<file path="src/rtl/ngc_counter_ctrl_pkg.sv">
`default_nettype none
// ----------------------------------------------------------------------
// ngc_counter_ctrl_pkg : command opcodes and FSM states for the timer. Rev 1.0
// ----------------------------------------------------------------------
package ngc_counter_ctrl_pkg;

  typedef enum logic [1:0] {
    NOP   = 2'b00,
    START = 2'b01,
    STOP  = 2'b10,
    RSVD  = 2'b11
  } cmd_op_e;

  typedef enum logic [2:0] {
    IDLE   = 3'd0,
    SETUP  = 3'd1,
    ARM    = 3'd2,
    RUN    = 3'd3,
    FINISH = 3'd4
  } state_e;

endpackage : ngc_counter_ctrl_pkg
`default_nettype wire

</file>
<file path="src/rtl/ngc_counter_ctrl.sv">
`default_nettype none
// ----------------------------------------------------------------------
// ngc_counter_ctrl : command-driven N-shot periodic timer for ngc_counter.
// Defining NGC_COUNTER_CTRL_PAUSE_EN adds a pause input.  Rev 1.0
// ----------------------------------------------------------------------
module ngc_counter_ctrl
  import ngc_counter_ctrl_pkg::*;
#(
  parameter int WIDTH     = 16,
  parameter int REP_WIDTH = 8
) (
  input  logic                 clk,
  input  logic                 rst_n,
`ifdef NGC_COUNTER_CTRL_PAUSE_EN
  input  logic                 pause,
`endif
  input  logic                 cmd_valid,
  output logic                 cmd_ready,
  input  logic [1:0]           cmd_op,
  input  logic [WIDTH-1:0]     cmd_from,
  input  logic [WIDTH-1:0]     cmd_to,
  input  logic [WIDTH-1:0]     cmd_step,
  input  logic                 cmd_dir,
  input  logic [REP_WIDTH-1:0] cmd_repeat,
  output logic                 busy,
  output logic                 done,
  output logic [REP_WIDTH-1:0] hits,
  output logic                 cnt_rst,
  output logic                 cnt_load,
  output logic                 cnt_enb,
  output logic                 cnt_dir,
  output logic                 cnt_one_shot,
  output logic [WIDTH-1:0]     cnt_load_value,
  output logic [WIDTH-1:0]     cnt_step_value,
  output logic [WIDTH-1:0]     cnt_count_from_value,
  output logic [WIDTH-1:0]     cnt_count_to_value,
  input  logic [WIDTH-1:0]     cnt_count,
  input  logic                 cnt_count_hit
);

  localparam logic [REP_WIDTH-1:0] REP_ONE = {{(REP_WIDTH-1){1'b0}}, 1'b1};

  state_e               state;
  state_e               state_nxt;
  logic [REP_WIDTH-1:0] rep;
  logic [REP_WIDTH-1:0] hits_nxt;
  logic                 latch;
  logic                 accept;
  logic                 op_start;
  logic                 op_stop;
  logic                 paused;
  logic                 hit;
  logic                 last_hit;
  logic                 one_shot_nxt;
  logic                 unused_cnt_count;

`ifdef NGC_COUNTER_CTRL_PAUSE_EN
  assign paused = pause;
`else
  assign paused = 1'b0;
`endif

  assign accept   = cmd_valid && cmd_ready;
  assign op_start = accept && (cmd_op == START);
  assign op_stop  = accept && (cmd_op == STOP);
  assign hit      = cnt_count_hit && !paused;
  assign last_hit = (rep != '0) && (hits == rep - REP_ONE);

  // count value is status only; nothing in the sequencing depends on it
  assign unused_cnt_count = ^cnt_count;

  always_comb begin
    state_nxt = state;
    hits_nxt  = hits;
    latch     = 1'b0;
    case (state)
      IDLE: begin
        if (op_start) begin
          state_nxt = SETUP;
          hits_nxt  = '0;
          latch     = 1'b1;
        end
      end
      SETUP: state_nxt = ARM;
      ARM:   state_nxt = RUN;
      RUN: begin
        // a restart discards a coincident hit, a stop still counts it
        if (op_start) begin
          state_nxt = SETUP;
          hits_nxt  = '0;
          latch     = 1'b1;
        end else if (op_stop) begin
          state_nxt = FINISH;
          if (hit) hits_nxt = hits + REP_ONE;
        end else if (hit) begin
          hits_nxt = hits + REP_ONE;
          if (last_hit) state_nxt = FINISH;
        end
      end
      FINISH:  state_nxt = IDLE;
      default: state_nxt = IDLE;
    endcase
  end

  // the counter must freeze at count_to on the final hit, so one_shot is
  // raised while the next hit would be the last one
  assign one_shot_nxt = (state_nxt == RUN) && (rep != '0) &&
                        (hits_nxt == rep - REP_ONE);

  always_ff @(posedge clk) begin
    if (!rst_n) begin
      state                <= IDLE;
      rep                  <= '0;
      hits                 <= '0;
      busy                 <= 1'b0;
      done                 <= 1'b0;
      cmd_ready            <= 1'b0;
      cnt_rst              <= 1'b1;
      cnt_load             <= 1'b0;
      cnt_enb              <= 1'b0;
      cnt_dir              <= 1'b0;
      cnt_one_shot         <= 1'b0;
      cnt_load_value       <= '0;
      cnt_step_value       <= '0;
      cnt_count_from_value <= '0;
      cnt_count_to_value   <= '0;
    end else begin
      state          <= state_nxt;
      hits           <= hits_nxt;
      busy           <= (state_nxt != IDLE);
      done           <= (state_nxt == FINISH);
      cmd_ready      <= (state_nxt == IDLE) || (state_nxt == RUN);
      cnt_rst        <= (state_nxt == SETUP);
      cnt_load       <= 1'b0;
      cnt_load_value <= '0;
      cnt_enb        <= (state_nxt == RUN) && !paused;
      cnt_one_shot   <= one_shot_nxt;
      if (latch) begin
        rep                  <= cmd_repeat;
        cnt_dir              <= cmd_dir;
        cnt_step_value       <= cmd_step;
        cnt_count_from_value <= cmd_from;
        cnt_count_to_value   <= cmd_to;
      end
    end
  end

endmodule : ngc_counter_ctrl
`default_nettype wire
</file>
<file path="config.mk">
export PLATFORM = sky130hd
export DESIGN_NAME = ngc_counter_ctrl
export DESIGN_NICKNAME = d
export VERILOG_FILES = /design/src/rtl/ngc_counter_ctrl_pkg.sv /design/src/rtl/ngc_counter_ctrl.sv
export SDC_FILE = /design/constraint.sdc
export NUM_CORES = 1
export LEC_CHECK = 0
export ABC_AREA = 1
export BUFFER_PORTS_ARGS = -buffer_cell sky130_fd_sc_hd__buf_2
export CELL_PAD_IN_SITES_DETAIL_PLACEMENT = 1
export CELL_PAD_IN_SITES_GLOBAL_PLACEMENT = 1
export CORE_UTILIZATION = 31
export DETAILED_ROUTE_END_ITERATION = 7
export PLACE_DENSITY = 0.76
export RECOVER_POWER = 100
export SLEW_MARGIN = 20
export SYNTH_ARGS = -nofsm -noshare
export SYNTH_HDL_FRONTEND = slang
export SYNTH_SLANG_ARGS = --single-unit
</file>
<file path="constraint.sdc">
create_clock -name clk -period 1.83 [get_ports clk]
set_input_delay 0.0915 -clock clk [delete_from_list [all_inputs] [get_ports clk]]
set_output_delay 0.0915 -clock clk [all_outputs]
set_load 0.01 [all_outputs]
</file>
=== Yosys cells after proc, flatten, opt, wreduce, memory -nomap -nowiden ===
Index checks and enable logic that the tools add are counted.

* Add/subtract/negate cells: 2
* Equality and inequality tests: 10
* Muxes and demuxes: 12
* Reductions and logical operators: 12

{| class="wikitable"
|+ Operators by type and width
! kind !! number
|-
| $mux 8 || 3
|-
| $eq 8x8->1 || 2
|-
| $pmux 8 s2 || 1
|-
| $mux 3 || 5
|-
| $pmux 3 s4 || 1
|-
| $eq 3x2->1 const B || 3
|-
| $add 8x1->8 const B || 1
|-
| $reduce_bool 8->1 || 1
|-
| $sub 8x1->8 const B || 1
|-
| $eq 3x1->1 const B || 2
|-
| $logic_and 1x1->1 || 6
|-
| $logic_not 3->1 || 2
|-
| $eq 3x3->1 const B || 1
|-
| $reduce_bool 3->1 || 1
|-
| $eq 2x1->1 const B || 1
|-
| $eq 2x2->1 const B || 1
|-
| $mux 1 || 2
|-
| $reduce_or 2->1 || 1
|-
| $logic_or 1x1->1 || 1
|}

* Register bits: 74
* Bits of input ports: 79
* Word-level logic and storage cells: 49

=== Longest topological paths before layout ===
* Depth after elaboration: 11
* Depth in mapped cells: 17

=== Worst setup path after synthesis ===
Ideal clock, no wire load.

* Path kind: reg-to-reg
* Start: reg rep[0]
* End: reg cmd_ready
* Arrival: 1.582 ns
* Required time: 1.717 ns
* Path slack: 0.135 ns
* Stages on the path, launching flop included: 17
* Buffers on the path: 0
* Cells stage by stage: dfxtp_1 inv_2 ha_1 nand2_1 nand3_1 nor2_1 nand2_1 nor2_1 nand3_1 nor2_1 nand2_1 nand2_1 nand2_1 nand2_1 nor2_2 nand2_2 nand2_1

* Longest elaborated chain between the ends: 10
* Elaborated cells between the ends (all ways): 12
* Classes of those cells: 1 x add/sub; 2 x eq/ne; 5 x mux; 4 x reduce/logical

{| class="wikitable"
|+ RTL lines
! element !! line !! RTL
|-
| start: declaration || ngc_counter_ctrl.sv:45 || <nowiki>logic [REP_WIDTH-1:0] rep;</nowiki>
|-
| start signal: assignment || ngc_counter_ctrl.sv:139 || <nowiki>rep <= cmd_repeat;</nowiki>
|-
| $sub 8x1->8 || ngc_counter_ctrl.sv:67 || <nowiki>assign last_hit = (rep != '0) && (hits == rep - REP_ONE);</nowiki>
|-
| $eq 8x8->1 || ngc_counter_ctrl.sv:67 ||
|-
| $logic_and 1x1->1 * || ngc_counter_ctrl.sv:67 ||
|-
| $mux 3 * || ngc_counter_ctrl.sv:97 || <nowiki>if (last_hit) state_nxt = FINISH;</nowiki>
|-
| $mux 3 * || ngc_counter_ctrl.sv:95 || <nowiki>end else if (hit) begin</nowiki>
|-
| $mux 3 * || ngc_counter_ctrl.sv:92 || <nowiki>end else if (op_stop) begin</nowiki>
|-
| $mux 3 * || ngc_counter_ctrl.sv:88 || <nowiki>if (op_start) begin</nowiki>
|-
| $pmux 3 s4 * || ngc_counter_ctrl.sv:76 || <nowiki>case (state)</nowiki>
|-
| $eq 3x2->1 or $logic_not 3->1 (tied branches) || ngc_counter_ctrl.sv:132 || <nowiki>cmd_ready <= (state_nxt == IDLE) || (state_nxt == RUN);</nowiki>
|-
| $logic_or 1x1->1 * || ngc_counter_ctrl.sv:132 ||
|-
| end signal: assignment || ngc_counter_ctrl.sv:132 ||
|-
| end: declaration || ngc_counter_ctrl.sv:18 || <nowiki>output logic cmd_ready,</nowiki>
|}

Every way passes the cells marked *; elsewhere a longest branch is shown, timed or not.
A chain may end at the register's enable or synchronous reset.

=== Worst setup path in the final report ===
* Start: reg rep[1]
* End: reg cmd_ready

Same word-level chain as after synthesis.

==> results.py <==
metrics = {
    "outcome": {
        "violations": "negative setup slack",
        "status": "finished with violations",
    },
    "logic_synthesis": {
        "yosys.cell_count.top_type": "nor2_1",
        "avgSynthCellArea_um2": 6.879,
        "synth_area_um2": 3371,
        "syn_inst": 490,
        "synth_edf_count": 0,
        "synth.distinct_cells": 29,
        "async_reset_ff_share_pct": 0,
        "yosys_warnings": 0,
        "synth_top_cell_by_area": "dfxtp_1",
        "netlist_top_cells_area": "dfxtp_1, nor2_1, o21ai_0, nand2_1, nand3_1",
        "synth_flop_cell": "dfxtp_1",
        "synth-seq-area-share_pct": 43.95,
        "synth_seq_cells": 74,
        "synth_common_cells": "nor2_1, nand2_1, dfxtp_1",
        "synth_top_area_share_pct": 43.95,
    },
    "final_layout": {
        "areaGrowthSynthToFinish_pct": 37.49,
        "utilization_pct": 44.49,
        "layout.nets": 733,
        "antenna_cells": 0,
        "multi_input_area_um2": 1647,
        "regArea_um2": 1489,
        "drive_above_1_share_pct": 21.16,
        "fillCellCount": 1408,
    },
    "power_and_ir_drop": {
        "fin_total_pwr_mw": 3.617,
        "peakVddDrop_mv": 0.3666,
        "power.density_nw_per_um2": 780.4,
        "power_leakage_nw": 2.033,
    },
    "setup_path": {
        "start_kind": "flop",
        "cp_max_fo": 3,
        "cp.arrival_ns": 2.07,
        "crit_start": "rep[1]$_SDFFE_PN0P_",
        "end_kind": "flop",
        "r2r_setup_slack_ns": -0.0002,
        "r2r-start": "rep[1]$_SDFFE_PN0P_",
        "rr_worst_depth": 16,
        "critical_path_class": "flop to flop",
        "critPathRequiredTime_ns": 2.07,
        "reg2reg_to": "cmd_ready$_SDFF_PN0_",
    },
    "clocking": {
        "htree_levels": 3,
        "clk_latency_ns": 0.35,
        "clk_transition_reported_paths_ns": 0.07,
        "cts_buffers": 9,
        "root_buffer": "clkbuf_8",
        "cts_tree": "built",
        "numClockSinks": 74,
        "cts_buffer_depth": 2,
    },
    "min_path": {
        "min_path_type": "primary input to flop",
        "whs_endpoint": "cnt_count_to_value[0]$_SDFFE_PN0P_",
        "holdPathStages": 3,
        "hp-start": "cmd_to[0]",
    },
    "timing": {
        "post-route-period-util_pct": 100.0,
        "fmax_mhz": 546.4,
        "relSlewSlack_pct": 58.53,
        "setup_violations": 1,
        "grt_setup_unrepaired": "yes",
        "hold_viol": 0,
        "worst_clock_skew_ns": 0.007953,
        "period_needed_ns": 1.830,
        "final_max_slew_viol_count": 0,
        "layout_setup_ws_ns": -0.0002220,
        "tightest_slew_ns": 0.6221,
    },
    "die": {
        "num_io_pins": 159,
        "core-area_um2": 10420,
        "die_area_um2": 11290,
        "die_width_um": 106.3,
        "rows": 37,
        "start_util_pct": 32.36,
        "die_y_um": 106.3,
    },
    "detailed_routing": {
        "final_antenna_net_count": 0,
        "dr_total_vias": 3651,
        "met3RoutedLength_um": 674,
        "firstDrtPassIters": 4,
        "detail_route.wl_per_cell_um": 13.95,
        "drt_iter0_drc": 98,
        "finalWirelength_um": 11060,
        "wl_met2_um": 5721,
        "viasPerCell": 4.604,
        "top_layer_used": "met4",
        "met1Wirelength_um": 4448,
        "drcViolationCount": 0,
    },
    "global_route": {
        "grt-ovfl-total": 0,
        "track_usage_pct": 20.67,
        "grt_start_max_net_pins": 54,
        "antenna_found_initial": 0,
        "grt_pass1_vias": 3971,
        "grt_pass1_wl_um": 18380,
    },
    "placed_design": {
        "dp_hpwl_um": 7719,
        "io_buffers": 125,
        "place.gp.congestion": 0.8429,
    },
    "job": {
        "timing.max_cap.violations": 0,
    },
}
[stage by stage]
stage | worst slack, ns | area [um^2] | TNS, ns | std cells | hold slack (ns)
2_1_floorplan | 0.1345 | 3431 | 0 | 506 | 0.2582
3_3_place_gp | 0.001629 | 4129 | 0 | 745 | 0.3408
3_5_place_dp | -0.08575 | 4129 | -0.1987 | 745 | 0.3497
4_1_cts | 0.002252 | 4666 | 0 | 792 | 0.002354
5_1_grt | -0.1531 | 4634 | -2.264 | 793 | 0.01254
6_report | -0.0002220 | 4634 | -0.0002220 | 793 | 0.01323
[metal layers]
metal	GRT usage [%]	vias to the layer above
met2	37.43	99
met1	22.17	1696
li1	-	1839
met5	0	-
met3	6.499	17
met4	8.135	0
[placed cells by master, fill, tap and decap left out, types with 6 or more instances in the layout]
cell type	n
conb_1	17
a21oi_1	12
nand2_2	11
nand3_1	27
clkbuf_8	9
nand2_1	72
inv_1	28
dlygate4sd3_1	31
o21ai_0	60
buf_4	11
dfxtp_1	68
dfxtp_2	6
nor2_1	124
inv_2	12
buf_2	66
clkbuf_1	63
[state kept, by name, summed over array words and instances, names as in the netlist]
name,count
cnt_step_value,16
done,1
cnt_one_shot,1
cmd_ready,1
cnt_dir,1
cnt_enb,1
cnt_count_from_value,16
rep,8
state,3
cnt_rst,1
hits,8
cnt_count_to_value,16
busy,1
[critical path, stage by stage, from the launching register on]
cell and delay [ns]:
dfxtp_2 0.34, inv_2 0.05, ha_4 0.24, nand2_2 0.06, nand3_2 0.05, nor2_1 0.12, nand2_1 0.07, nor2_2 0.10
nand3_1 0.08, nor2_1 0.11, nand2_1 0.09, nand2_1 0.09, nand2_1 0.05, nand2_1 0.07, nor2_2 0.05, nand2_2 0.11
nand2_2 0.05
[where the power goes]
part | switching, mW | internal, mW
sequential | 0.0337 | 1.66
clock | 0.614 | 0.767
combinational | 0.312 | 0.226
total | 0.960 | 2.66
[worst max-delay path by stage]
| stage | endpoint | slack [ns] | cells after the start |
|---|---|---|---|
| floorplan | cmd_ready$_SDFF_PN0_ | 0.13 | 16 |
| global placement | cmd_ready$_SDFF_PN0_ | 0.002 | 16 |
| detailed placement | cmd_ready$_SDFF_PN0_ | -0.09 | 17 |
| CTS | cmd_ready$_SDFF_PN0_ | 0.002 | 16 |
| global route | cnt_one_shot$_SDFF_PN0_ | -0.15 | 11 |
| finish | cmd_ready$_SDFF_PN0_ | -0.0002 | 16 |
[cells by family after synthesis]
logic type / share of synthesized area, %
DFF: 43.95
other: 0.1113
AOI/OAI and AO/OA: 12.69
xor gates and xnor gates: 1.040
buffers and inverters: 10.58
adders and majority gates: 0.7423
and+or+nand+nor: 30.88
[repair_timing]
| item | in CTS | in global routing |
|---|---|---|
| endpoints found under the hold margin | 31 | 0 |
| hold buffers | 31 | 0 |
| endpoints found under the setup margin | 3 | 17 |
| buffers inserted | 0 | 1 |
| pin swaps | 2 | 14 |
| gates resized for setup | 4 | 21 |
[area by class of cell]
class / instances / share of cell area (%)
Clock buffer: 11 / 2.835
Clock inverter: 5 / 1.701
Tap cell: 136 / 3.672
Sequential cell: 74 / 32.13
Timing Repair Buffer: 171 / 20.82
Inverter: 41 / 3.321
Multi-Input combinational cell: 355 / 35.53
(Power assumes the default switching activity.)
